<file path="src/rtl/inst_fetch_queue.sv">
// rtl/inst_fetch_queue.sv - instruction fetch PC, request credits, in-order response queue, redirect drain (optional FETCH_BYPASS_EN)
module inst_fetch_queue #(
  parameter int              PC_W     = 9,
  parameter int              IW       = 32,
  parameter int              DEPTH    = 4,
  parameter logic [PC_W-1:0] RESET_PC = '0
) (
  input  logic            clk,
  input  logic            rst_n,
  input  logic            redirect_valid,
  input  logic [PC_W-1:0] redirect_pc,
  input  logic            stall,
  output logic            imem_req_valid,
  input  logic            imem_req_ready,
  output logic [PC_W-1:0] imem_req_addr,
  input  logic            imem_rsp_valid,
  input  logic [IW-1:0]   imem_rsp_data,
  output logic            out_valid,
  output logic [PC_W-1:0] out_pc,
  output logic [IW-1:0]   out_inst
);

  localparam int            CW      = $clog2(DEPTH + 1);
  localparam int            AW      = $clog2(DEPTH);
  localparam logic [CW:0]   DEPTH_X = (CW + 1)'(DEPTH);
  localparam logic [CW-1:0] DEPTH_C = CW'(DEPTH);

  logic [PC_W-1:0] fetch_pc_q, fetch_pc_d;
  logic [PC_W-1:0] rsp_pc_q, rsp_pc_d;
  logic [CW-1:0]   count_q, count_d;
  logic [CW-1:0]   inflight_q, inflight_d;
  logic [CW-1:0]   drop_q, drop_d;
  logic [AW-1:0]   head_q, head_d;
  logic [AW-1:0]   tail_q, tail_d;
  logic [PC_W-1:0] q_pc   [DEPTH];
  logic [IW-1:0]   q_inst [DEPTH];

  logic run_mode;
  logic credit_ok;
  logic req_fire;
  logic rsp_live;
  logic q_nonempty;
  logic bypass;
  logic byp_take;
  logic push;
  logic pop;

  // Outstanding requests plus buffered entries never exceed DEPTH, so every
  // live response is guaranteed a slot.
  assign run_mode   = (drop_q == '0);
  assign credit_ok  = ({1'b0, count_q} + {1'b0, inflight_q}) < DEPTH_X;
  assign imem_req_valid = rst_n && !redirect_valid && credit_ok;
  assign imem_req_addr  = fetch_pc_q;
  assign req_fire   = imem_req_valid && imem_req_ready;
  assign rsp_live   = imem_rsp_valid && run_mode && !redirect_valid;
  assign q_nonempty = (count_q != '0);

`ifdef FETCH_BYPASS_EN
  assign bypass = rsp_live && !q_nonempty;
`else
  assign bypass = 1'b0;
`endif

  assign byp_take = bypass && !stall;
  assign push     = rsp_live && !byp_take;
  assign pop      = q_nonempty && !redirect_valid && !stall;

  // Present the queue head, or the arriving response when bypassing an empty queue.
  always_comb begin
    out_valid = !redirect_valid && (q_nonempty || bypass);
    out_pc    = '0;
    out_inst  = '0;
    if (out_valid) begin
      if (q_nonempty) begin
        out_pc   = q_pc[head_q];
        out_inst = q_inst[head_q];
      end else begin
        out_pc   = rsp_pc_q;
        out_inst = imem_rsp_data;
      end
    end
  end

  // Next-state for PCs, counters and queue pointers; redirect overrides all.
  always_comb begin
    fetch_pc_d = fetch_pc_q;
    rsp_pc_d   = rsp_pc_q;
    count_d    = count_q;
    inflight_d = inflight_q + CW'(req_fire) - CW'(imem_rsp_valid);
    drop_d     = drop_q;
    head_d     = head_q;
    tail_d     = tail_q;
    if (redirect_valid) begin
      fetch_pc_d = redirect_pc;
      rsp_pc_d   = redirect_pc;
      count_d    = '0;
      drop_d     = inflight_q - CW'(imem_rsp_valid);
      head_d     = '0;
      tail_d     = '0;
    end else begin
      if (req_fire) fetch_pc_d = fetch_pc_q + PC_W'(1);
      if (rsp_live) rsp_pc_d = rsp_pc_q + PC_W'(1);
      if (imem_rsp_valid && !run_mode) drop_d = drop_q - CW'(1);
      count_d = count_q + CW'(push) - CW'(pop);
      if (push) tail_d = tail_q + AW'(1);
      if (pop)  head_d = head_q + AW'(1);
    end
  end

  // Control state registers.
  always_ff @(posedge clk or negedge rst_n) begin
    if (!rst_n) begin
      fetch_pc_q <= RESET_PC;
      rsp_pc_q   <= RESET_PC;
      count_q    <= '0;
      inflight_q <= '0;
      drop_q     <= '0;
      head_q     <= '0;
      tail_q     <= '0;
    end else begin
      fetch_pc_q <= fetch_pc_d;
      rsp_pc_q   <= rsp_pc_d;
      count_q    <= count_d;
      inflight_q <= inflight_d;
      drop_q     <= drop_d;
      head_q     <= head_d;
      tail_q     <= tail_d;
    end
  end

  // Queue payload storage; contents are only observed when count says valid.
  always_ff @(posedge clk) begin
    if (push) begin
      q_pc[tail_q]   <= rsp_pc_q;
      q_inst[tail_q] <= imem_rsp_data;
    end
  end

  a_rsp_has_req: assert property (@(posedge clk) disable iff (!rst_n)
    imem_rsp_valid |-> (inflight_q != '0));

  a_no_overflow: assert property (@(posedge clk) disable iff (!rst_n)
    (push && !pop) |-> (count_q != DEPTH_C));

endmodule

</file>
<file path="config.mk">
export PLATFORM = sky130hd
export DESIGN_NAME = inst_fetch_queue
export DESIGN_NICKNAME = d
export VERILOG_FILES = /design/src/rtl/inst_fetch_queue.sv
export SDC_FILE = /design/constraint.sdc
export NUM_CORES = 1
export LEC_CHECK = 0
export ABC_AREA = 1
export CORE_MARGIN = 3
export CORE_UTILIZATION = 45
export DETAILED_ROUTE_END_ITERATION = 8
export PLACE_DENSITY = 0.69
export SLEW_MARGIN = 20
export SYNTH_ARGS = -nofsm -noshare
export SYNTH_HDL_FRONTEND = slang
export SYNTH_SLANG_ARGS = --single-unit
</file>
<file path="constraint.sdc">
create_clock -name clk -period 3.2 [get_ports clk]
set_input_delay 0.48 -clock clk [delete_from_list [all_inputs] [get_ports clk]]
set_output_delay 0.48 -clock clk [all_outputs]
set_load 0.03 [all_outputs]
</file>
==> results.md <==
- Final hold violation count: 0
- Leading register cell type out of synthesis: edfxtp_1
- Synthesized flop and latch total: 195
- Crit path arrival time: 2.36 ns
- Mean post-synth cell area: 11.2 um^2
- First-pass GRT wire length: 27.5 mm
- Final std cells w/o fill: 1086
- Design area: 10100 um^2
- Crit. End Element: output pin
- Cts bufs inserted: 17
- Drt via density: 5.11
- Post-CTS resize count: 0
- Share of cells above drive strength 1: 0.119
- DP HPWL: 10.1 mm
- Most frequent cells in the layout: 179 x nor2_1, 164 x edfxtp_1, 85 x o21ai_0
- CTS sink cnt: roughly 200
- Die H: 143 um
- Asr flop ratio synth: 0.159
- Drt total wl: 17.0 mm
- Final setup viols: 0
- DRC errors left: 0
- Most common cell after layout, fill and taps aside: nor2_1
- Kind of critical path: flip-flop to output pin
- YS warnings: 0
- Final period utilization: 0.888
- Post-route minimum period: around 2.8 ns
- CTS tree: yes
- Synth cell types: 33
- Status: complete, no violations
- RR Startpoint: count_q[2]$_DFF_PN0_
- Slew headroom: 0.377
- Sequential-to-total area share from yosys stat: 0.677
- Detail Route Antenna Nets: 0
- CP startpoint: head_q[0]$_DFFE_PN0P_
- CP bufs+invs: 2
- Hold Buf Count CTS: 0
- Grt ovf: 0
- CTS max path bufs: 2
- Chip Width: 143 um
- Placed Instances: 1056
- Postcts setup bufs: 0
- Cell taking the most area after synthesis: edfxtp_1
- # diodes: 0
- Critical Path Sink: out_pc[8]
- Yosys top cell area share: 0.585
- Worst-path clk slew: ~0.070 ns
- WHS Path Cells: 1
- CP max-delay cell: buf_4
- Std cell rows: slightly below 50
- CTS Root Cell: clkbuf_16
- Routed via count: 5551
- DR iter-0 viols: approximately 330
- Layout Utilization: 0.556
- Routed length per placed instance: 15.7 um
- Area growth syn-to-layout: 19.9%
- Slew Viols, Final: 0
- Max-capacitance violation count: 0
- Core ar.: 18100 um^2
- IO buf count: 98
- Largest net degree at the start of global routing: between 80 and 90
- Initial antenna violation count: 0
- Die ar.: 20400 um^2
- Worst Path Required: 2.72 ns
- Syn Std Cell Area: roughly 8400 um^2
- Internal reg-to-reg setup slack: 0.76 ns
- All-Layer GR Usage: 0.173
- Max incr delay on CP: about 0.66 ns
- Pleak: ~0.0038 uW
- Worst Hold Launch: inflight_q[0]$_DFF_PN0_
- Post-Syn Nets: around 820
- I/O pin count: 99
- Slew @ Worst Pin: 0.934 ns
- Reg2reg path depth: 10
- Clk_lat worst skew: 0.43 ns
- Max VDD drop: 0.000443 V
- Synth area leaders: edfxtp_1 59%, dfrtp_1 9.2%, nor2_1 8.2%
- Post-layout nets: 911
- Final GP Congestion: roughly 0.82
- Power density cells: 711 nW/um^2
- CP Depth: 6
- Syn Inst Count: about 750
- H-tree levels: 4
- Crit-path cells: buf_4, nor2_1, nor2_1, o21ai_0, a21oi_1, buf_4
- Startpoint types: flip-flop
- Cell area after placement: 9530 um^2
- Starting density of the core: 0.464
- Vias in the first global route: 5266
- RSZ-0062 raised after global routing: no
- Clock Skew: about 0.013 ns
- CP delay by family, top: buffers and inverters
- Fmax: between 0.3 and 0.4 GHz
- Reg-to-reg endpoint: inflight_q[2]$_DFF_PN0_
- Critical path peak fanout: between 80 and 90
- Post-synth EDFFs: around 160
- Hold Path Class: flip-flop to flip-flop
- Drt first pass iters: 5
- TNS Setup: 0 ns
[routing by layer]
layer / vias to the layer above / share of wire / GRT usage / wire length, um
li1: 2779 / - / - / -
met1: 2628 / 0.46 / 0.231 / 7840
met2: 129 / 0.48 / 0.286 / 8210
met3: 15 / 0.046 / 0.0415 / 788
met4: 0 / 0.010 / 0.0440 / 172
met5: - / 0 / 0 / 0
[worst reg2reg max path: stages (launching register included)]
cell and delay (ns):
dfrtp_1 0.42, ha_1 0.30, nor2_1 0.11, nand2_1 0.09, nor2_2 0.16, nand2_2 0.17, ha_1 0.32, inv_1 0.04
ha_1 0.18, fa_1 0.37, xor2_1 0.17
[cell usage after synthesis, types with 3 or more instances]
master / instances
inv_1: 35
o21ai_1: 11
buf_2: 10
a21oi_1: 45
nand3_1: 30
ha_1: 16
xor2_1: 6
nor3_1: 3
o21ai_0: 85
o21bai_1: 4
buf_6: 3
nand2_1: 78
inv_2: 4
clkbuf_1: 10
dfrtp_1: 31
nor2_1: 183
o211ai_1: 4
clkbuf_2: 3
edfxtp_1: 164
buf_4: 10
xnor2_1: 3
[registers in the layout (all words and copies together) (netlist names)]
register / cells
count_q: 3
drop_q: 3
head_q: 2
imem_req_addr: 9
inflight_q: 3
q_inst: 128
q_pc: 36
rsp_pc_q: 9
tail_q: 2
[stage by stage]
step           power, uW  setup WS [ns]  hold WS (ns)
4_1_cts             7240          0.403         0.545
3_3_place_gp        5180          0.510         0.526
6_report            7180          0.360         0.541
3_5_place_dp        5230          0.437         0.529
2_1_floorplan       4570         0.0775         0.184
5_1_grt             7590          0.212         0.583
[report_power, final]
part / internal [uW] / leakage (uW) / total (uW) / switching (uW)
Combinational: 687 / 0.00169 / 2040 / 1350
Sequential: 2960 / 0.00186 / 3120 / 161
Clock: 1140 / 0.000269 / 2020 / 881
Total: 4780 / 0.00382 / 7180 / 2390
[how the worst min path moves through the flow]
stage	endpoint	slack, ns
finish	inflight_q[0]$_DFF_PN0_	0.54
global route	inflight_q[0]$_DFF_PN0_	0.58
CTS	inflight_q[0]$_DFF_PN0_	0.54
detailed placement	inflight_q[0]$_DFF_PN0_	0.53
global placement	inflight_q[0]$_DFF_PN0_	0.53
floorplan	count_q[0]$_DFF_PN0_	0.18
[logic make-up (layout without fill, tap and decap cells)]
family	count (synthesis)	count (layout)	share of synthesized area
AO/OA/AOI/OAI	152	152	0.0952
flip-flops	195	195	0.677
AND/OR/NAND/NOR	303	303	0.145
adder cells (fa/ha/maj)	18	18	0.0285
XOR/XNOR	9	9	0.00937
buffers and inverters	76	180	0.0443
[area by class of cell]
class / count / area, um^2
Inverter: 39 / 146
Sequential cell: 195 / 5700
Timing Repair Buffer: 111 / 1020
Fill cell: 1527 / 8060
Clock buffer: 17 / 425
Multi-Input combinational cell: 482 / 2370
Tap cell: 229 / 287
Clock inverter: 13 / 138
No activity file was read; power rests on OpenSTA's default activity.
